[src/rtl/cp0_reg_pkg.sv]
// CP0 register addresses, exception type/code encodings and Status/Cause bit
// positions shared by the CP0 register file and its timer.
package cp0_reg_pkg;
  localparam logic [4:0] CP0_COUNT   = 5'd9;
  localparam logic [4:0] CP0_COMPARE = 5'd11;
  localparam logic [4:0] CP0_STATUS  = 5'd12;
  localparam logic [4:0] CP0_CAUSE   = 5'd13;
  localparam logic [4:0] CP0_EPC     = 5'd14;
  localparam logic [4:0] CP0_PRID    = 5'd15;
  localparam logic [4:0] CP0_CONFIG  = 5'd16;

  localparam logic [31:0] EXC_INT  = 32'h1;
  localparam logic [31:0] EXC_SYS  = 32'h8;
  localparam logic [31:0] EXC_RI   = 32'ha;
  localparam logic [31:0] EXC_OV   = 32'hc;
  localparam logic [31:0] EXC_TRAP = 32'hd;
  localparam logic [31:0] EXC_ERET = 32'he;

  localparam logic [4:0] EXCCODE_INT  = 5'd0;
  localparam logic [4:0] EXCCODE_SYS  = 5'd8;
  localparam logic [4:0] EXCCODE_RI   = 5'd10;
  localparam logic [4:0] EXCCODE_OV   = 5'd12;
  localparam logic [4:0] EXCCODE_TRAP = 5'd13;

  localparam int ST_EXL = 1;
  localparam int CA_BD  = 31;
  localparam int CA_IV  = 23;
  localparam int CA_WP  = 22;

  localparam logic [31:0] STATUS_RST = 32'h10000000;

  // Maps a synchronous exception type to its Cause.ExcCode.
  function automatic logic [4:0] exc_code(input logic [31:0] t);
    case (t)
      EXC_SYS:  return EXCCODE_SYS;
      EXC_RI:   return EXCCODE_RI;
      EXC_OV:   return EXCCODE_OV;
      EXC_TRAP: return EXCCODE_TRAP;
      default:  return EXCCODE_INT;
    endcase
  endfunction
endpackage

[src/rtl/cp0_reg_if.sv]
// CP0 access bus between the pipeline (master) and the CP0 register file (slave).
interface cp0_reg_if;
  logic        we_i;
  logic [4:0]  waddr_i;
  logic [4:0]  raddr_i;
  logic [31:0] data_i;
  logic [5:0]  int_i;
  logic [31:0] excepttype_i;
  logic [31:0] current_inst_addr_i;
  logic        is_in_delayslot_i;
  logic [31:0] data_o;
  logic [31:0] count_o;
  logic [31:0] compare_o;
  logic [31:0] status_o;
  logic [31:0] cause_o;
  logic [31:0] epc_o;
  logic [31:0] config_o;
  logic [31:0] prid_o;
  logic        timer_int_o;

  modport master (
    output we_i, waddr_i, raddr_i, data_i, int_i, excepttype_i,
           current_inst_addr_i, is_in_delayslot_i,
    input  data_o, count_o, compare_o, status_o, cause_o, epc_o,
           config_o, prid_o, timer_int_o
  );
  modport slave (
    input  we_i, waddr_i, raddr_i, data_i, int_i, excepttype_i,
           current_inst_addr_i, is_in_delayslot_i,
    output data_o, count_o, compare_o, status_o, cause_o, epc_o,
           config_o, prid_o, timer_int_o
  );
endinterface

[src/rtl/cp0_timer.sv]
// Count/Compare pair with a sticky timer interrupt raised on Count == Compare.
module cp0_timer
  import cp0_reg_pkg::*;
(
  input  logic        clk,
  input  logic        rst,
  input  logic        we,
  input  logic [4:0]  waddr,
  input  logic [31:0] wdata,
  output logic [31:0] count,
  output logic [31:0] compare,
  output logic        timer_int
);
  always_ff @(posedge clk) begin
    if (rst) begin
      count     <= '0;
      compare   <= '0;
      timer_int <= 1'b0;
    end else begin
      count <= (we && waddr == CP0_COUNT) ? wdata : count + 32'd1;
      if (we && waddr == CP0_COMPARE) begin
        compare   <= wdata;
        timer_int <= 1'b0;
      end else if (compare != '0 && count == compare) begin
        timer_int <= 1'b1;
      end
    end
  end
endmodule

[src/rtl/cp0_reg.sv]
// CP0 register file: Count/Compare, Status, Cause, EPC, PRId, Config.
// Define CP0_TIMER_INT_EN to enable the Count==Compare timer interrupt.
module cp0_reg
  import cp0_reg_pkg::*;
#(
  parameter logic [31:0] PRID_VALUE   = 32'h00480102,
  parameter logic [31:0] CONFIG_VALUE = 32'h00008000
) (
  input  logic      clk,
  input  logic      rst,
  cp0_reg_if.slave  cp0
);
  logic [31:0] count_q, compare_q, status_q, cause_q, epc_q;
  logic        timer_int;
  logic [31:0] exc_epc;

`ifdef CP0_TIMER_INT_EN
  cp0_timer u_timer (
    .clk       (clk),
    .rst       (rst),
    .we        (cp0.we_i),
    .waddr     (cp0.waddr_i),
    .wdata     (cp0.data_i),
    .count     (count_q),
    .compare   (compare_q),
    .timer_int (timer_int)
  );
`else
  assign timer_int = 1'b0;
  always_ff @(posedge clk) begin
    if (rst) begin
      count_q   <= '0;
      compare_q <= '0;
    end else begin
      count_q <= (cp0.we_i && cp0.waddr_i == CP0_COUNT) ? cp0.data_i : count_q + 32'd1;
      if (cp0.we_i && cp0.waddr_i == CP0_COMPARE) compare_q <= cp0.data_i;
    end
  end
`endif

  // A delay-slot fault restarts at the branch, one word earlier.
  assign exc_epc = cp0.is_in_delayslot_i ? cp0.current_inst_addr_i - 32'd4
                                         : cp0.current_inst_addr_i;

  always_ff @(posedge clk) begin
    if (rst) begin
      status_q <= STATUS_RST;
      cause_q  <= '0;
      epc_q    <= '0;
    end else begin
      cause_q[15:10] <= {cp0.int_i[5] | timer_int, cp0.int_i[4:0]};
      // Any nonzero excepttype blocks mtc0 into Status/Cause/EPC this cycle.
      if (cp0.excepttype_i == '0) begin
        if (cp0.we_i) begin
          case (cp0.waddr_i)
            CP0_STATUS: status_q <= cp0.data_i;
            CP0_EPC:    epc_q    <= cp0.data_i;
            CP0_CAUSE: begin
              cause_q[9:8]   <= cp0.data_i[9:8];
              cause_q[CA_WP] <= cp0.data_i[CA_WP];
              cause_q[CA_IV] <= cp0.data_i[CA_IV];
            end
            default: ;
          endcase
        end
      end else begin
        case (cp0.excepttype_i)
          EXC_INT: begin
            epc_q            <= exc_epc;
            cause_q[CA_BD]   <= cp0.is_in_delayslot_i;
            status_q[ST_EXL] <= 1'b1;
            cause_q[6:2]     <= EXCCODE_INT;
          end
          EXC_SYS, EXC_RI, EXC_OV, EXC_TRAP: begin
            if (!status_q[ST_EXL]) begin
              epc_q          <= exc_epc;
              cause_q[CA_BD] <= cp0.is_in_delayslot_i;
            end
            status_q[ST_EXL] <= 1'b1;
            cause_q[6:2]     <= exc_code(cp0.excepttype_i);
          end
          EXC_ERET: status_q[ST_EXL] <= 1'b0;
          default: ;
        endcase
      end
    end
  end

  always_comb begin
    cp0.data_o = '0;
    if (!rst) begin
      case (cp0.raddr_i)
        CP0_COUNT:   cp0.data_o = count_q;
        CP0_COMPARE: cp0.data_o = compare_q;
        CP0_STATUS:  cp0.data_o = status_q;
        CP0_CAUSE:   cp0.data_o = cause_q;
        CP0_EPC:     cp0.data_o = epc_q;
        CP0_PRID:    cp0.data_o = PRID_VALUE;
        CP0_CONFIG:  cp0.data_o = CONFIG_VALUE;
        default:     cp0.data_o = '0;
      endcase
    end
  end

  assign cp0.count_o     = count_q;
  assign cp0.compare_o   = compare_q;
  assign cp0.status_o    = status_q;
  assign cp0.cause_o     = cause_q;
  assign cp0.epc_o       = epc_q;
  assign cp0.config_o    = CONFIG_VALUE;
  assign cp0.prid_o      = PRID_VALUE;
  assign cp0.timer_int_o = timer_int;
endmodule
[src/flat_wrapper.sv]
// flat-port wrapper written by rule: the top's interface ports become plain ports
module cp0_reg_flat import cp0_reg_pkg::*;
#(
  parameter logic [31:0] PRID_VALUE   = 32'h00480102,
  parameter logic [31:0] CONFIG_VALUE = 32'h00008000
)
  (clk, rst, cp0_we_i, cp0_waddr_i, cp0_raddr_i, cp0_data_i, cp0_int_i, cp0_excepttype_i, cp0_current_inst_addr_i, cp0_is_in_delayslot_i, cp0_data_o, cp0_count_o, cp0_compare_o, cp0_status_o, cp0_cause_o, cp0_epc_o, cp0_config_o, cp0_prid_o, cp0_timer_int_o);
  cp0_reg_if cp0_i ();
  input  logic clk;
  input  logic rst;
  input wire logic [$bits(cp0_i.we_i)-1:0] cp0_we_i;
  input wire logic [$bits(cp0_i.waddr_i)-1:0] cp0_waddr_i;
  input wire logic [$bits(cp0_i.raddr_i)-1:0] cp0_raddr_i;
  input wire logic [$bits(cp0_i.data_i)-1:0] cp0_data_i;
  input wire logic [$bits(cp0_i.int_i)-1:0] cp0_int_i;
  input wire logic [$bits(cp0_i.excepttype_i)-1:0] cp0_excepttype_i;
  input wire logic [$bits(cp0_i.current_inst_addr_i)-1:0] cp0_current_inst_addr_i;
  input wire logic [$bits(cp0_i.is_in_delayslot_i)-1:0] cp0_is_in_delayslot_i;
  output wire logic [$bits(cp0_i.data_o)-1:0] cp0_data_o;
  output wire logic [$bits(cp0_i.count_o)-1:0] cp0_count_o;
  output wire logic [$bits(cp0_i.compare_o)-1:0] cp0_compare_o;
  output wire logic [$bits(cp0_i.status_o)-1:0] cp0_status_o;
  output wire logic [$bits(cp0_i.cause_o)-1:0] cp0_cause_o;
  output wire logic [$bits(cp0_i.epc_o)-1:0] cp0_epc_o;
  output wire logic [$bits(cp0_i.config_o)-1:0] cp0_config_o;
  output wire logic [$bits(cp0_i.prid_o)-1:0] cp0_prid_o;
  output wire logic [$bits(cp0_i.timer_int_o)-1:0] cp0_timer_int_o;
  assign cp0_i.we_i = cp0_we_i;
  assign cp0_i.waddr_i = cp0_waddr_i;
  assign cp0_i.raddr_i = cp0_raddr_i;
  assign cp0_i.data_i = cp0_data_i;
  assign cp0_i.int_i = cp0_int_i;
  assign cp0_i.excepttype_i = cp0_excepttype_i;
  assign cp0_i.current_inst_addr_i = cp0_current_inst_addr_i;
  assign cp0_i.is_in_delayslot_i = cp0_is_in_delayslot_i;
  assign cp0_data_o = cp0_i.data_o;
  assign cp0_count_o = cp0_i.count_o;
  assign cp0_compare_o = cp0_i.compare_o;
  assign cp0_status_o = cp0_i.status_o;
  assign cp0_cause_o = cp0_i.cause_o;
  assign cp0_epc_o = cp0_i.epc_o;
  assign cp0_config_o = cp0_i.config_o;
  assign cp0_prid_o = cp0_i.prid_o;
  assign cp0_timer_int_o = cp0_i.timer_int_o;
  cp0_reg #(.PRID_VALUE(PRID_VALUE), .CONFIG_VALUE(CONFIG_VALUE)) u_core (.clk(clk), .rst(rst), .cp0(cp0_i));
endmodule
[config.mk]
export PLATFORM = sky130hd
export DESIGN_NAME = cp0_reg_flat
export DESIGN_NICKNAME = d
export VERILOG_FILES = /design/src/rtl/cp0_reg_pkg.sv /design/src/rtl/cp0_reg_if.sv /design/src/rtl/cp0_timer.sv /design/src/rtl/cp0_reg.sv /design/src/flat_wrapper.sv
export SDC_FILE = /design/constraint.sdc
export NUM_CORES = 1
export LEC_CHECK = 0
export CORE_AREA = 2 2 145 147
export CTS_CLUSTER_DIAMETER = 80
export DETAILED_ROUTE_END_ITERATION = 10
export DIE_AREA = 0 0 147 149
export GPL_TIMING_DRIVEN = 0
export HOLD_SLACK_MARGIN = 0.03
export PLACE_DENSITY = 0.8
export SLEW_MARGIN = 20
export SYNTH_ARGS = -nofsm -noshare
export SYNTH_HDL_FRONTEND = slang
export SYNTH_HIERARCHICAL = 1
export SYNTH_SLANG_ARGS = --single-unit
[constraint.sdc]
create_clock -name clk -period 2.37 [get_ports clk]
set_input_delay 0.474 -clock clk [delete_from_list [all_inputs] [get_ports clk]]
set_output_delay 0.474 -clock clk [all_outputs]
set_load 0.02 [all_outputs]
# Word level (Yosys, flattened, before mapping)
# Cells that the tools add are included.
# W data, S select, Z words.
[word_totals]
output_inout_bits = 257
wordCells = 66
regBits = 144
input_bits = 116
[classes]
reduce_logical = 14
bitwise = 1
eq_ne = 23
n_mux = 17
addsub = 2
[op_table]
columns = ["cell", "count"]
rows = [
  ["$mux W32", 7],
  ["$pmux W32 S7", 1],
  ["$eq A32 B4 Y1 const B", 5],
  ["$pmux W32 S2", 1],
  ["$eq A5 B4 Y1 const B", 11],
  ["$add A32 B1 Y32 const B", 1],
  ["$eq A32 B1 Y1 const B", 1],
  ["$logic_not A32 Y1", 1],
  ["$sub A32 B3 Y32 const B", 1],
  ["$pmux W4 S4", 1],
  ["$reduce_and A3 Y1", 4],
  ["$pmux W5 S2", 1],
  ["$ne A2 B2 Y1 const B", 4],
  ["$reduce_bool A3 Y1", 2],
  ["$eq A5 B5 Y1 const B", 1],
  ["$reduce_or A5 Y1", 1],
  ["$mux W2", 2],
  ["$pmux W1 S2", 2],
  ["$reduce_and A4 Y1", 1],
  ["$reduce_or A4 Y1", 1],
  ["$ne A3 B3 Y1 const B", 1],
  ["$logic_and A1 B1 Y1", 2],
  ["$mux W1", 2],
  ["$reduce_and A2 Y1", 1],
  ["other kinds (2)", 2],
]

# Depth between registers and ports, before layout
[logic_depth]
word_depth = 5
mapped_depth = 8
ltp_nobuf = 7

# Worst setup path after synthesis
# No wires, ideal clock.
[synth_timing]
path_kind = "input port to output port"
start = "input port cp0_raddr_i[2]"
end = "output port cp0_data_o[19]"
t_required_ns = 1.896
setup_slack_ns = -0.180
path_stages = 5
path_buffers = 2
t_arrival_ns = 2.076
path_cell_list = "nor4bb_1 clkbuf_1 clkbuf_1 nand2_1 a311oi_1"
[synth_between]
elab_chain_cells = 3
word_cells_on_any_way = 9
classes_between = "eq/ne: 7; mux: 2"
[synth_lines]
columns = ["item", "line_no", "source"]
rows = [
  ["start, declared", "flat_wrapper.sv:13", "input wire logic [$bits(cp0_i.raddr_i)-1:0] cp0_raddr_i;"],
  ["$eq A5 B5 Y1 / $eq A5 B4 Y1 (equally long branches)", "cp0_reg.sv:92", "case (cp0.raddr_i)"],
  ["$pmux W32 S7 *", "cp0_reg.sv:92", ""],
  ["$mux W32 *", "cp0_reg.sv:91", "if (!rst) begin"],
  ["end, declared", "flat_wrapper.sv:19", "output wire logic [$bits(cp0_i.data_o)-1:0] cp0_data_o;"],
]
# Mark *: on every way between the ends. The rest lies on a longest branch, timed or not.

# Final worst setup path
[layout_timing]
start = "input port cp0_waddr_i[0]"
end = "register u_core.count_q[25], in the netlist u_core/cp0.count_o[25]"
[layout_between]
elab_chain_cells = 3
[layout_lines]
columns = ["item", "line_no", "source"]
rows = [
  ["start, declared", "flat_wrapper.sv:12", "input wire logic [$bits(cp0_i.waddr_i)-1:0] cp0_waddr_i;"],
  ["$eq A5 B4 Y1", "cp0_reg.sv:35", "count_q <= (cp0.we_i && cp0.waddr_i == CP0_COUNT) ? cp0.data_i : count_q + 32'd1;"],
  ["$logic_and A1 B1 Y1", "cp0_reg.sv:35", ""],
  ["$mux W32", "cp0_reg.sv:35", ""],
  ["end signal, assigned", "cp0_reg.sv:35", ""],
  ["end, declared", "cp0_reg.sv:13", "logic [31:0] count_q, compare_q, status_q, cause_q, epc_q;"],
]
# No other way between the ends.
# A chain may end at the register's enable or synchronous reset.

==> flow_summary.json <==
{
  "clock-root-buffer": "clkbuf_16",
  "cts_tree": "built",
  "ff2ff_setup_slack_ns": 0.15,
  "die-height_um": 149,
  "drc": 0,
  "place_ws_ns": -1.65,
  "die_w_um": 147,
  "num_vias": 10200,
  "drv_slew": 0,
  "grt_busiest_layer": "met2",
  "fmax_mhz": 420,
  "synth_area_mm2": 0.00856,
  "drt-pass1-iter-count": 7,
  "synth_seq_cells": 143,
  "cts_buffers": 17,
  "yosysMostFrequentCell": "nand2_1",
  "synthArstFlopShare_pct": 0,
  "antenna_found_initial": 0,
  "worst-path-max-fanout": 10,
  "power.density_mw_per_mm2": 448,
  "num-nets-final": 1621,
  "crit_type": "in2reg",
  "max_cap_violations": 0,
  "relSlewSlack_pct": 49.8,
  "yosys.area.top_type_share_pct": 33.5,
  "place_congestion": 0.990,
  "io_buffers": 287,
  "timing.setup.tns_ns": -0.0179,
  "period_share_pct": 101,
  "crit_start": "cp0_waddr_i[0]",
  "clk_path_buf_depth": 2,
  "overflow": 0,
  "regArea_mm2": 0.00286,
  "p_leak_nw": 4.74,
  "met1_usage_pct": 42.4,
  "ir_drop_v": 0.000448,
  "initial_core_util_pct": 41.6,
  "multiInputGateArea_mm2": 0.00527,
  "std_cell_rows": 53,
  "drive_above_1_share_pct": 17.3,
  "fillCellCount": 1798,
  "grt_max_degree": 17,
  "ys_seq_area_share_pct": 33.5,
  "rsz0062_at_grt": "true",
  "crit_path_end_kind": "flop",
  "antenna_cells": 0,
  "yosys.area.top_type": "dfxtp_1",
  "crit_path_end": "u_core/cp0.count_o[25]",
  "die-area_mm2": 0.0219,
  "r2r-start": "u_core/cp0.count_o[2]",
  "htree_levels": 4,
  "synthTopCellsByCount": "nand2_1, dfxtp_1, a21oi_1",
  "track_usage_pct": 33.8,
  "grt.met2_usage_pct": 56.0,
  "finalWirelength_um": 39000,
  "drtIter0Drc": 1333,
  "clk_pin_slew_ns": 0.06,
  "synth_edf_count": 0,
  "setup_viol": 2,
  "cp.required_ns": 2.66,
  "arrival_ns": 2.67,
  "area_growth_pct": 54.6,
  "skew_ns": 0.00529,
  "ant_nets": 0,
  "max_slew.worst_pin.slew_ns": 0.753,
  "grt_pass1_wl_um": 56500,
  "hold_class": "in2reg",
  "post-route-min-period_ns": 2.38,
  "synthTopCellsByArea": "dfxtp_1, nand2_1, buf_4",
  "status": "complete, but fails checks",
  "hold_viol": 0,
  "setup_ws_ns": -0.0120,
  "met3_usage_pct": 8.53,
  "reg2regPathDepth": 6,
  "violations": "setup timing",
  "holdBufCountCts": 0,
  "synth_cell_types": 69,
  "coreArea_mm2": 0.0206,
  "grt_pass1_vias": 9366,
  "holdWs_ns": 0.409,
  "via_per_inst": 5.72,
  "syn_avg_cell_area_um2": 7.81,
  "insertion_delay_ns": 0.43,
  "worstHoldPathCells": 3,
  "r2r_end": "u_core/cp0.count_o[31]",
  "syn_inst": 1096,
  "ys_warn_count": 6,
  "clkSinkCount": 143,
  "avgRoutedWirePerCell_um": 21.8,
  "place_hpwl_um": 30000,
  "io_pins": 373,
  "crit_path_start_kind": "primary input",
  "ys.flop_type": "dfxtp_1"
}
## where the power goes
group | total, mW | leakage (nW) | switching [mW] | internal (mW)
sequential | 2.46 | 1.15 | 0.0311 | 2.43
clock | 2.53 | 0.268 | 1.01 | 1.52
combinational | 0.949 | 3.32 | 0.518 | 0.431
total | 5.93 | 4.74 | 1.56 | 4.37
## per-stage QoR
stage / util (%) / power [mW] / cell area, um2 / instances
floorplan: - / 2.94 / 8870 / 1176
detailed placement: 58.8 / 3.34 / 12100 / 1738
finish: 64.4 / 5.93 / 13200 / 1791
CTS: 63.0 / 5.87 / 13000 / 1785
global placement: 58.8 / 3.34 / 12100 / 1738
global route: 64.4 / 6.07 / 13200 / 1791
## worst min-delay path by stage
stage                            from                      to  slack [ns]
2_1_floorplan    u_core/cp0.epc_o[19]    u_core/cp0.epc_o[19]        0.54
3_3_place_gp   u_core/cp0.status_o[2]  u_core/cp0.status_o[2]        0.45
3_5_place_dp   u_core/cp0.status_o[9]  u_core/cp0.status_o[9]        0.46
4_1_cts         cp0_is_in_delayslot_i  u_core/cp0.cause_o[31]        0.42
5_1_grt         cp0_is_in_delayslot_i  u_core/cp0.cause_o[31]        0.44
6_report        cp0_is_in_delayslot_i  u_core/cp0.cause_o[31]        0.41
## routing by layer
metal / part of all wire (%) / wire [um]
met1: 36 / 14200
met2: 46 / 18100
met3: 13 / 4980
met4: 4.5 / 1750
met5: 0 / 0
## critical path, cell delays in order
cell             delay [ns]
clkdlybuf4s50_1        0.53
nand4b_1               0.30
or3_1                  0.39
clkbuf_1               0.24
clkbuf_1               0.34
nor2_1                 0.30
a211oi_1               0.08
## repair_timing
action | 4_1_cts | 5_1_grt
endpoints found under the hold margin | 0 | 0
pin swaps | 17 | 24
gates resized for setup | 221 | 79
buffers inserted | 16 | 6
endpoints found under the setup margin | 100 | 102
gates cloned | 3 | 1
## area by class of cell
type	count	area share (%)
Multi-Input combinational cell	864	39.8
Timing Repair Buffer	313	23.2
Sequential cell	143	21.6
Buffer	159	8.56
Clock buffer	26	3.70
Tap cell	275	2.60
Clock inverter	6	0.435
Inverter	5	0.142
## sequential cells by signal (all words and copies together), names as in the netlist
register              count
u_core/cp0.count_o       32
u_core/cp0.epc_o         32
u_core/cp0.status_o      32
u_core/cp0.compare_o     32
u_core/cp0.cause_o       15
## kinds of logic (layout without fill, tap and decap cells)
| kind of cell | count (synthesis) | in the layout | synth area share [%] |
|---|---|---|---|
| buffers and inverters | 169 | 509 | 11.8 |
| muxes | 33 | 33 | 3.86 |
| DFF | 143 | 143 | 33.5 |
| xor gates and xnor gates | 40 | 40 | 4.09 |
| other | 2 | 82 | 0.0878 |
| AOI/OAI and AO/OA | 257 | 257 | 20.3 |
| and+or+nand+nor | 450 | 450 | 26.2 |
| adders and majority gates | 2 | 2 | 0.292 |
## cells in the final DEF (no fill, tap or decap), types with 9 or more instances in the layout
master / count
xor2_1: 19
buf_6: 12
clkdlybuf4s50_1: 245
a311o_1: 12
nand3_1: 14
a211oi_1: 26
xnor2_1: 21
buf_4: 111
nand3b_1: 12
clkbuf_1: 44
or3_1: 16
nand2_1: 186
dfxtp_1: 143
nor2_1: 86
o22ai_1: 11
buf_2: 26
clkbuf_16: 21
mux2i_1: 28
nor4_1: 17
nand4_1: 12
nor3_1: 29
a21oi_1: 104
conb_1: 82
and4_1: 9
a22o_1: 9
o21ai_0: 14
No activity file was read; power rests on OpenSTA's default activity.
